$ cat config.mk
export PLATFORM = sky130hd
export DESIGN_NAME = fft_cmul_round_sat
export DESIGN_NICKNAME = d
export VERILOG_FILES = /design/src/rtl/fft_cmul_round_sat.sv
export SDC_FILE = /design/constraint.sdc
export NUM_CORES = 1
export LEC_CHECK = 0
export CELL_PAD_IN_SITES_DETAIL_PLACEMENT = 1
export CELL_PAD_IN_SITES_GLOBAL_PLACEMENT = 2
export CORE_MARGIN = 4
export CORE_UTILIZATION = 30
export DETAILED_ROUTE_END_ITERATION = 7
export PLACE_DENSITY = 0.85
export SETUP_SLACK_MARGIN = 0.1
export SLEW_MARGIN = 20
export SYNTH_ARGS = -nofsm -noshare
export SYNTH_HDL_FRONTEND = slang
export SYNTH_SLANG_ARGS = --single-unit
$ cat constraint.sdc
create_clock -name ap_clk -period 7.49 [get_ports ap_clk]
set_input_delay 2.247 -clock ap_clk [delete_from_list [all_inputs] [get_ports ap_clk]]
set_output_delay 2.247 -clock ap_clk [all_outputs]
set_load 0.03 [all_outputs]
$ cat src/rtl/fft_cmul_round_sat.sv
// Purpose: combine four twiddle partial products into a complex sample, round, scale and saturate to OUT_W.
// Latency: 2 cycles from input transfer to m_valid (S1 sum, S2 round/saturate); 1 beat/cycle throughput.
// Backpressure: each stage advances when empty or draining; s_ready drops only when both stages are full and m_ready=0.
module fft_cmul_round_sat #(
  parameter int PROD_W = 33,
  parameter int SHIFT  = 15,
  parameter int OUT_W  = 18,
  parameter int CNT_W  = 16
) (
  input  logic              ap_clk,
  input  logic              ap_rst_n,
  input  logic              s_valid,
  output logic              s_ready,
  input  logic [PROD_W-1:0] s_p_rr,
  input  logic [PROD_W-1:0] s_p_ii,
  input  logic [PROD_W-1:0] s_p_ri,
  input  logic [PROD_W-1:0] s_p_ir,
  input  logic              s_neg_r,
  input  logic              s_neg_i,
  input  logic              s_last,
  output logic              m_valid,
  input  logic              m_ready,
  output logic [OUT_W-1:0]  m_re,
  output logic [OUT_W-1:0]  m_im,
  output logic              m_last,
  output logic              ovf_sticky,
  output logic [CNT_W-1:0]  ovf_count,
  input  logic              ovf_clr
);

  // EW: summation width (one guard bit); RW: rounding-add width (one more guard bit)
  localparam int EW = PROD_W + 1;
  localparam int RW = PROD_W + 2;

  localparam logic signed [RW-1:0] HALF    = RW'(1) <<< (SHIFT - 1);
  localparam logic signed [RW-1:0] LIM_MAX = (RW'(1) <<< (OUT_W - 1)) - RW'(1);
  localparam logic signed [RW-1:0] LIM_MIN = -LIM_MAX - RW'(1);
  localparam logic [OUT_W-1:0]     OUT_MAX = {1'b0, {(OUT_W-1){1'b1}}};
  localparam logic [OUT_W-1:0]     OUT_MIN = {1'b1, {(OUT_W-1){1'b0}}};

  logic                 v1;
  logic                 last1;
  logic signed [EW-1:0] re1, im1;
  logic                 adv1, adv2;

  logic signed [EW-1:0] e_rr, e_ii, e_ri, e_ir;
  logic signed [EW-1:0] t_rr, t_ii, t_ri, t_ir;
  logic signed [EW-1:0] sum_re, sum_im;

  logic signed [RW-1:0] ext_re, ext_im, x_re, x_im, r_re, r_im;
  logic                 hi_re, lo_re, hi_im, lo_im, sat_any;
  logic [OUT_W-1:0]     q_re, q_im;

  assign adv2    = !m_valid || m_ready;
  assign adv1    = !v1 || adv2;
  assign s_ready = adv1;

  // S1 combinational: sign-extend, apply twiddle signs, form real/imag sums
  always_comb begin
    e_rr   = {s_p_rr[PROD_W-1], s_p_rr};
    e_ii   = {s_p_ii[PROD_W-1], s_p_ii};
    e_ri   = {s_p_ri[PROD_W-1], s_p_ri};
    e_ir   = {s_p_ir[PROD_W-1], s_p_ir};
    t_rr   = s_neg_r ? -e_rr : e_rr;
    t_ii   = s_neg_i ? -e_ii : e_ii;
    t_ri   = s_neg_i ? -e_ri : e_ri;
    t_ir   = s_neg_r ? -e_ir : e_ir;
    sum_re = t_rr - t_ii;
    sum_im = t_ri + t_ir;
  end

  // S1 register: valid always follows the input on advance, data only on a real beat
  always_ff @(posedge ap_clk) begin
    if (!ap_rst_n) begin
      v1    <= 1'b0;
      re1   <= '0;
      im1   <= '0;
      last1 <= 1'b0;
    end else if (adv1) begin
      v1 <= s_valid;
      if (s_valid) begin
        re1   <= sum_re;
        im1   <= sum_im;
        last1 <= s_last;
      end
    end
  end

  // S2 combinational: round half toward +inf, arithmetic shift, clamp each component
  always_comb begin
    ext_re  = {re1[EW-1], re1};
    ext_im  = {im1[EW-1], im1};
    x_re    = ext_re + HALF;
    x_im    = ext_im + HALF;
    r_re    = x_re >>> SHIFT;
    r_im    = x_im >>> SHIFT;
    hi_re   = r_re > LIM_MAX;
    lo_re   = r_re < LIM_MIN;
    hi_im   = r_im > LIM_MAX;
    lo_im   = r_im < LIM_MIN;
    q_re    = hi_re ? OUT_MAX : (lo_re ? OUT_MIN : r_re[OUT_W-1:0]);
    q_im    = hi_im ? OUT_MAX : (lo_im ? OUT_MIN : r_im[OUT_W-1:0]);
    sat_any = hi_re || lo_re || hi_im || lo_im;
  end

  // S2 output register: holds steady while the downstream stalls
  always_ff @(posedge ap_clk) begin
    if (!ap_rst_n) begin
      m_valid <= 1'b0;
      m_re    <= '0;
      m_im    <= '0;
      m_last  <= 1'b0;
    end else if (adv2) begin
      m_valid <= v1;
      if (v1) begin
        m_re   <= q_re;
        m_im   <= q_im;
        m_last <= last1;
      end
    end
  end

  // Saturation accounting on S2 load; a clear wins over a same-cycle event
  always_ff @(posedge ap_clk) begin
    if (!ap_rst_n) begin
      ovf_sticky <= 1'b0;
      ovf_count  <= '0;
    end else if (ovf_clr) begin
      ovf_sticky <= 1'b0;
      ovf_count  <= '0;
    end else if (adv2 && v1 && sat_any) begin
      ovf_sticky <= 1'b1;
      if (ovf_count != {CNT_W{1'b1}}) begin
        ovf_count <= ovf_count + 1'b1;
      end
    end
  end

endmodule

==> flow_summary.json, run 1 <==
{
  "grt_pass1_wl_um": 49000,
  "cp-end-kind": "flip-flop",
  "path_class": "input port to flip-flop",
  "max_cap_viol_count": 0,
  "grt_max_degree": 55,
  "cp.arrival_ns": 7.14,
  "cp_slowest_stage_delay_ns": 0.60,
  "crit_slowest_cell": "or4_4",
  "root_buffer": "clkbuf_16",
  "synthesis.nets": 1457,
  "hold_buffers": 0,
  "worst_ir_drop_vdd_v": 0.0000953,
  "r2r_setup_slack_ns": 4.05,
  "rsz0062_at_grt": "no",
  "grt_pass1_vias": 9579,
  "syn_area_per_cell_um2": 7.54,
  "gp_congestion": 0.892,
  "cts-resized-gates": 0,
  "synthTopCellsByArea": "dfxtp_1, xnor2_1, ha_1",
  "hpwl_um": 25000,
  "num_vias": 9499,
  "drive_gt1_share_pct": 4.17,
  "slew_headroom_pct": 27.3,
  "ys_ff_latch": 97,
  "r2r_start": "re1[21]",
  "slew_violations": 0,
  "cp_top_family": "simple AND/OR/NAND/NOR gates",
  "numPortBuffers": 195,
  "path_depth": 17,
  "placedCellCount": 1795,
  "totalWireLength_um": 30100,
  "drc": 0,
  "power_leakage_nw": 4.37,
  "die_width_um": 185,
  "final_cell_mix": "clkdlybuf4s50_1, nand2_1, xnor2_1, o21ai_0, dfxtp_1",
  "path_buf_inv": 1,
  "die_h_um": 185,
  "clk_latency_ns": 0.34,
  "required_ns": 7.71,
  "cp-startpoint": "s_p_ri[3]",
  "cts_tree": "yes",
  "firstDrtPassIters": 4,
  "hp-class": "flip-flop to flip-flop",
  "worstMarginPinSlew_ns": 1.09,
  "cts_setup_buffers": 0,
  "dieArea_um2": 34200,
  "antenna_found_initial": 5,
  "fmax_ghz": 0.144,
  "routedWlPerCell_um": 16.6,
  "skew_ns": 0.00714,
  "synth_area_um2": 9390,
  "r2r_cells": 9,
  "power_density_nw_per_um2": 163,
  "clkSinkCount": 97,
  "clk_pin_slew_worst_paths_ns": 0.07,
  "clock_path_buffers": 2,
  "yosysWarnings": 0,
  "layout_min_cycle_time_ns": 6.92,
  "hold_ws_ns": 0.456,
  "async_flop_share_pct": 0,
  "setup_viol": 0,
  "grt_usage_pct": 17.2,
  "cts_max_level": 3,
  "synthCells": 1246,
  "crit_top_cell": "o21ai_0",
  "r2r_end": "ovf_count[13]",
  "viasPerCell": 5.25,
  "ios": 196,
  "crit_path_cell_trace": "clkdlybuf4s50_1 -> or4_4 -> nor4b_4 -> nand2b_2 -> or4_1 -> o31ai_1 -> xnor2_1 -> ha_1 -> a21oi_1 -> o21ai_0 -> or3_1 -> o21ai_0 -> a211oi_1 -> or3_1 -> a21oi_1 -> xor2_1 -> o21ai_0",
  "min_period_over_period_pct": 92.4,
  "hold_depth": 2,
  "fin_cells": 1811,
  "layout.nets": 1621,
  "status": "finished clean",
  "initial_core_util_pct": 30.5,
  "final_common_cell": "clkdlybuf4s50_1",
  "synth_top_cell_area_share_pct": 20.7,
  "gr-total-overflow": 0,
  "fin_util_pct": 39.1,
  "numCtsBuffers": 9,
  "synth_top_area_cell": "dfxtp_1",
  "synthFlopType": "dfxtp_1",
  "finalHoldViolCount": 0,
  "synth-seq-area-share_pct": 20.7,
  "drt_iter0_drc": 366,
  "synth_edf_count": 0,
  "area_growth_pct": 28.2,
  "endpoint": "im1[29]",
  "fin_tns_setup_ns": 0,
  "coreArea_um2": 30700,
  "ant_nets": 0,
  "num_rows": 64,
  "path_max_fanout": 6,
  "synth_cell_types": 64,
  "crit_path_start_kind": "input port"
}
## cell usage after synthesis (8+ instances only)
| cell | number |
|---|---|
| a211oi_1 | 8 |
| a21o_1 | 23 |
| a21oi_1 | 93 |
| and2_1 | 11 |
| and3_1 | 18 |
| clkbuf_1 | 47 |
| dfxtp_1 | 97 |
| ha_1 | 71 |
| inv_1 | 29 |
| nand2_1 | 127 |
| nand2b_1 | 11 |
| nand3_1 | 46 |
| nand4_1 | 24 |
| nor2_1 | 76 |
| nor2b_1 | 9 |
| nor3_1 | 11 |
| nor4_1 | 12 |
| o211ai_1 | 22 |
| o21ai_0 | 119 |
| o31ai_1 | 33 |
| o41ai_1 | 22 |
| or2_2 | 14 |
| or3_1 | 22 |
| or4_1 | 19 |
| xnor2_1 | 123 |
| xor2_1 | 75 |
## worst min-delay path by stage
stage	from	end	slack [ns]
after floorplan	last1	m_last	0.43
after global placement	m_re[17]	m_re[17]	0.44
after detailed placement	m_last	m_last	0.45
after CTS	m_last	m_last	0.46
after global routing	m_im[17]	m_im[17]	0.47
final	m_last	m_last	0.46
## registers in the layout (all words and copies together), names as in the netlist
name	count
ovf_sticky	1
re1	20
ovf_count	16
v1	1
m_last	1
m_re	18
im1	20
m_valid	1
m_im	18
last1	1
## report_power, final
part / switching [W] / internal (W)
Sequential: 0.0000603 / 0.000570
Combinational: 0.000449 / 0.000383
Clock: 0.000203 / 0.000292
Total: 0.000712 / 0.00124
## per-stage QoR
step           total power, W  setup WS (ns)  area (µm²)
6_report              0.00196          0.568       12000
2_1_floorplan         0.00118           1.07        9390
5_1_grt               0.00211          0.225       12000
4_1_cts               0.00198          0.560       12000
3_3_place_gp          0.00146          0.269       11700
3_5_place_dp          0.00148          0.190       11700
## cell families after synthesis
group / count (synthesis) / share of synthesized area, %
AO/OA/AOI/OAI: 362 / 24.0
XOR/XNOR: 198 / 18.5
adder cells (fa/ha/maj): 71 / 9.46
buffers and inverters: 87 / 3.66
flip-flops: 97 / 20.7
multiplexers: 5 / 0.533
AND/OR/NAND/NOR: 426 / 23.2
## layout make-up
type | instances | area, µm²
fillers | 3810 | 18700
multi-input cells | 1062 | 7110
repair buffers | 210 | 2050
flip-flops and latches | 97 | 1940
well taps | 396 | 495
clock buffers | 9 | 225
inverters | 30 | 113
clock inverters | 6 | 91.3
diodes | 1 | 2.50
## worst min-delay path: cells and delay by family (launching register included)
family	cells	cell delay, ns
compound gates	1	0.05
simple gates	1	0.05
flops	1	0.31
## routing by layer
layer / up-vias / GRT usage (%) / share of wire, %
met4: 10 / 2.61 / 0.86
met1: 4406 / 23.1 / 48
met2: 195 / 27.7 / 43
li1: 4863 / - / -
met5: - / 0 / 0.20
met3: 25 / 5.48 / 7.6
Note: power is estimated with default switching activity, not from simulation.
==> run 2: changes to the inputs <==
--- a/config.mk
+++ b/config.mk
@@ -11,6 +11,7 @@
 export CORE_UTILIZATION = 30
 export DETAILED_ROUTE_END_ITERATION = 7
 export PLACE_DENSITY = 0.85
+export REMOVE_ABC_BUFFERS = 1
 export SETUP_SLACK_MARGIN = 0.1
 export SLEW_MARGIN = 20
 export SYNTH_ARGS = -nofsm -noshare
==> run 2 against run 1 <==
Die area is the same. Critical endpoint is now im1[33]. Worst hold slack better by 0.0042 ns. Global-route usage down 0.10 points. Sequential share of layout area about the same. Flip-flop and latch count stayed put. Via count about the same. Cell count about the same. Fmax is 0.45% lower.
==> flow_summary.json, run 2 (synthesis gave the netlist of run 1 again) <==
{
  "antenna_found_initial": 5,
  "dieArea_um2": 34200,
  "grt_max_degree": 55,
  "cp-end-kind": "flip-flop",
  "viasPerCell": 5.25,
  "firstDrtPassIters": 5,
  "power_leakage_nw": 4.37,
  "crit_path_start_kind": "input port",
  "min_period_over_period_pct": 92.8,
  "grt_pass1_wl_um": 48600,
  "die_h_um": 185,
  "layout_min_cycle_time_ns": 6.95,
  "initial_core_util_pct": 30.5,
  "drc": 0,
  "reg.largest.list": "im1: 20 flops, re1: 20 flops",
  "cts_max_level": 3,
  "worstMarginPinSlew_ns": 0.958,
  "numPortBuffers": 195,
  "numCtsBuffers": 9,
  "num_vias": 9506,
  "hp-class": "flip-flop to flip-flop",
  "min_from": "last1",
  "cts-resized-gates": 0,
  "layout.nets": 1620,
  "totalWireLength_um": 29900,
  "crit_slowest_cell": "or4_4",
  "fmax_ghz": 0.144,
  "clock_path_buffers": 2,
  "routedWlPerCell_um": 16.5,
  "grt_pass1_vias": 9524,
  "ios": 196,
  "gr-total-overflow": 0,
  "hold_end": "m_last",
  "crit_path_cell_trace": "clkdlybuf4s50_1 -> or4_4 -> nor4b_4 -> nand2b_2 -> or3_2 -> or2_2 -> o41ai_1 -> xnor2_1 -> ha_1 -> o21ai_0 -> a21oi_1 -> o211a_1 -> o21ai_0 -> a211oi_2 -> o31ai_1 -> buf_4 -> o2111ai_1 -> xnor2_1 -> a21oi_1",
  "max_cap_viol_count": 0,
  "num_rows": 64,
  "power_density_nw_per_um2": 161,
  "r2r_setup_slack_ns": 4.12,
  "drt_iter0_drc": 264,
  "final_common_cell": "clkdlybuf4s50_1",
  "cts_setup_buffers": 0,
  "p_total_w": 0.00193,
  "coreArea_um2": 30700,
  "path_class": "input port to flip-flop",
  "diodes": 0,
  "root_buffer": "clkbuf_16",
  "rsz0062_at_grt": "no",
  "r2r_start": "im1[20]",
  "fill_cells": 3805,
  "skew_ns": 0.0169,
  "clk_pin_slew_worst_paths_ns": 0.08,
  "drive_gt1_share_pct": 4.24,
  "r2r_cells": 9,
  "hold_depth": 2,
  "fin_tns_setup_ns": 0,
  "clkSinkCount": 97,
  "required_ns": 7.72,
  "setup_viol": 0,
  "area_growth_pct": 27.9,
  "grt_usage_pct": 17.1,
  "clk_latency_ns": 0.36,
  "gp_congestion": 0.866,
  "hold_buffers": 0,
  "final_cell_mix": "clkdlybuf4s50_1, nand2_1, xnor2_1, o21ai_0, dfxtp_1",
  "path_max_fanout": 6,
  "die_width_um": 185,
  "finalHoldViolCount": 0,
  "slew_headroom_pct": 35.9,
  "hpwl_um": 24600,
  "ant_nets": 0,
  "worst_ir_drop_vdd_v": 0.000110,
  "cp_slowest_stage_delay_ns": 0.59,
  "cp.arrival_ns": 7.19,
  "status": "finished clean",
  "r2r_end": "ovf_count[4]",
  "cts_tree": "yes",
  "slew_violations": 0
}
-- run 2: stage by stage --
step | util [%] | hold WS [ns] | instances | cell area (µm²) | setup slack [ns]
after global placement | 38.1 | 0.442 | 1794 | 11700 | 0.240
after detailed placement | 38.1 | 0.448 | 1794 | 11700 | 0.121
final | 39.0 | 0.460 | 1810 | 12000 | 0.537
after CTS | 39.0 | 0.461 | 1810 | 12000 | 0.475
after global routing | 39.0 | 0.498 | 1810 | 12000 | 0.180
after floorplan | - | 0.432 | 1189 | 9160 | 1.04
-- run 2: worst max-delay path, delay by kind of cell --
family | cells | cell delay (ns)
compound gates | 9 | 1.89
xor+xnor | 2 | 0.27
fa+ha+maj | 1 | 0.40
buf+inv | 2 | 0.63
simple gates | 5 | 1.74
-- run 2: layout make-up --
type / count / area [µm²] / area share (%)
Multi-Input combinational cell: 1062 / 7120 / 59.3
Clock inverter: 7 / 67.6 / 0.563
Inverter: 30 / 113 / 0.938
Clock buffer: 9 / 225 / 1.88
Tap cell: 396 / 495 / 4.13
Timing Repair Buffer: 209 / 2050 / 17.0
Sequential cell: 97 / 1940 / 16.2
-- run 2: power breakdown --
group	leakage, nW	internal (W)	total, W	switching (W)
Clock	0.143	0.000236	0.000466	0.000230
Sequential	0.796	0.000570	0.000631	0.0000613
Combinational	3.43	0.000382	0.000835	0.000453
Total	4.37	0.00119	0.00193	0.000745
-- run 2: layer usage --
layer  global-route usage (%)  vias to the layer above  wire length (µm)
li1                         -                     4845                 -
met3                     3.40                       26              1410
met4                     3.41                       10               338
met1                     23.3                     4459             14700
met2                     28.2                      166             13400
met5                        0                        -                67
-- run 2: how the worst max path moves through the flow --
stage,start,to,depth (start not counted)
2_1_floorplan,s_p_ri[5],im1[33],17
3_3_place_gp,s_p_ri[3],im1[33],19
3_5_place_dp,s_p_ri[3],im1[32],19
4_1_cts,s_p_ri[3],im1[32],19
5_1_grt,s_p_ri[3],im1[32],19
6_report,s_p_ri[3],im1[33],19
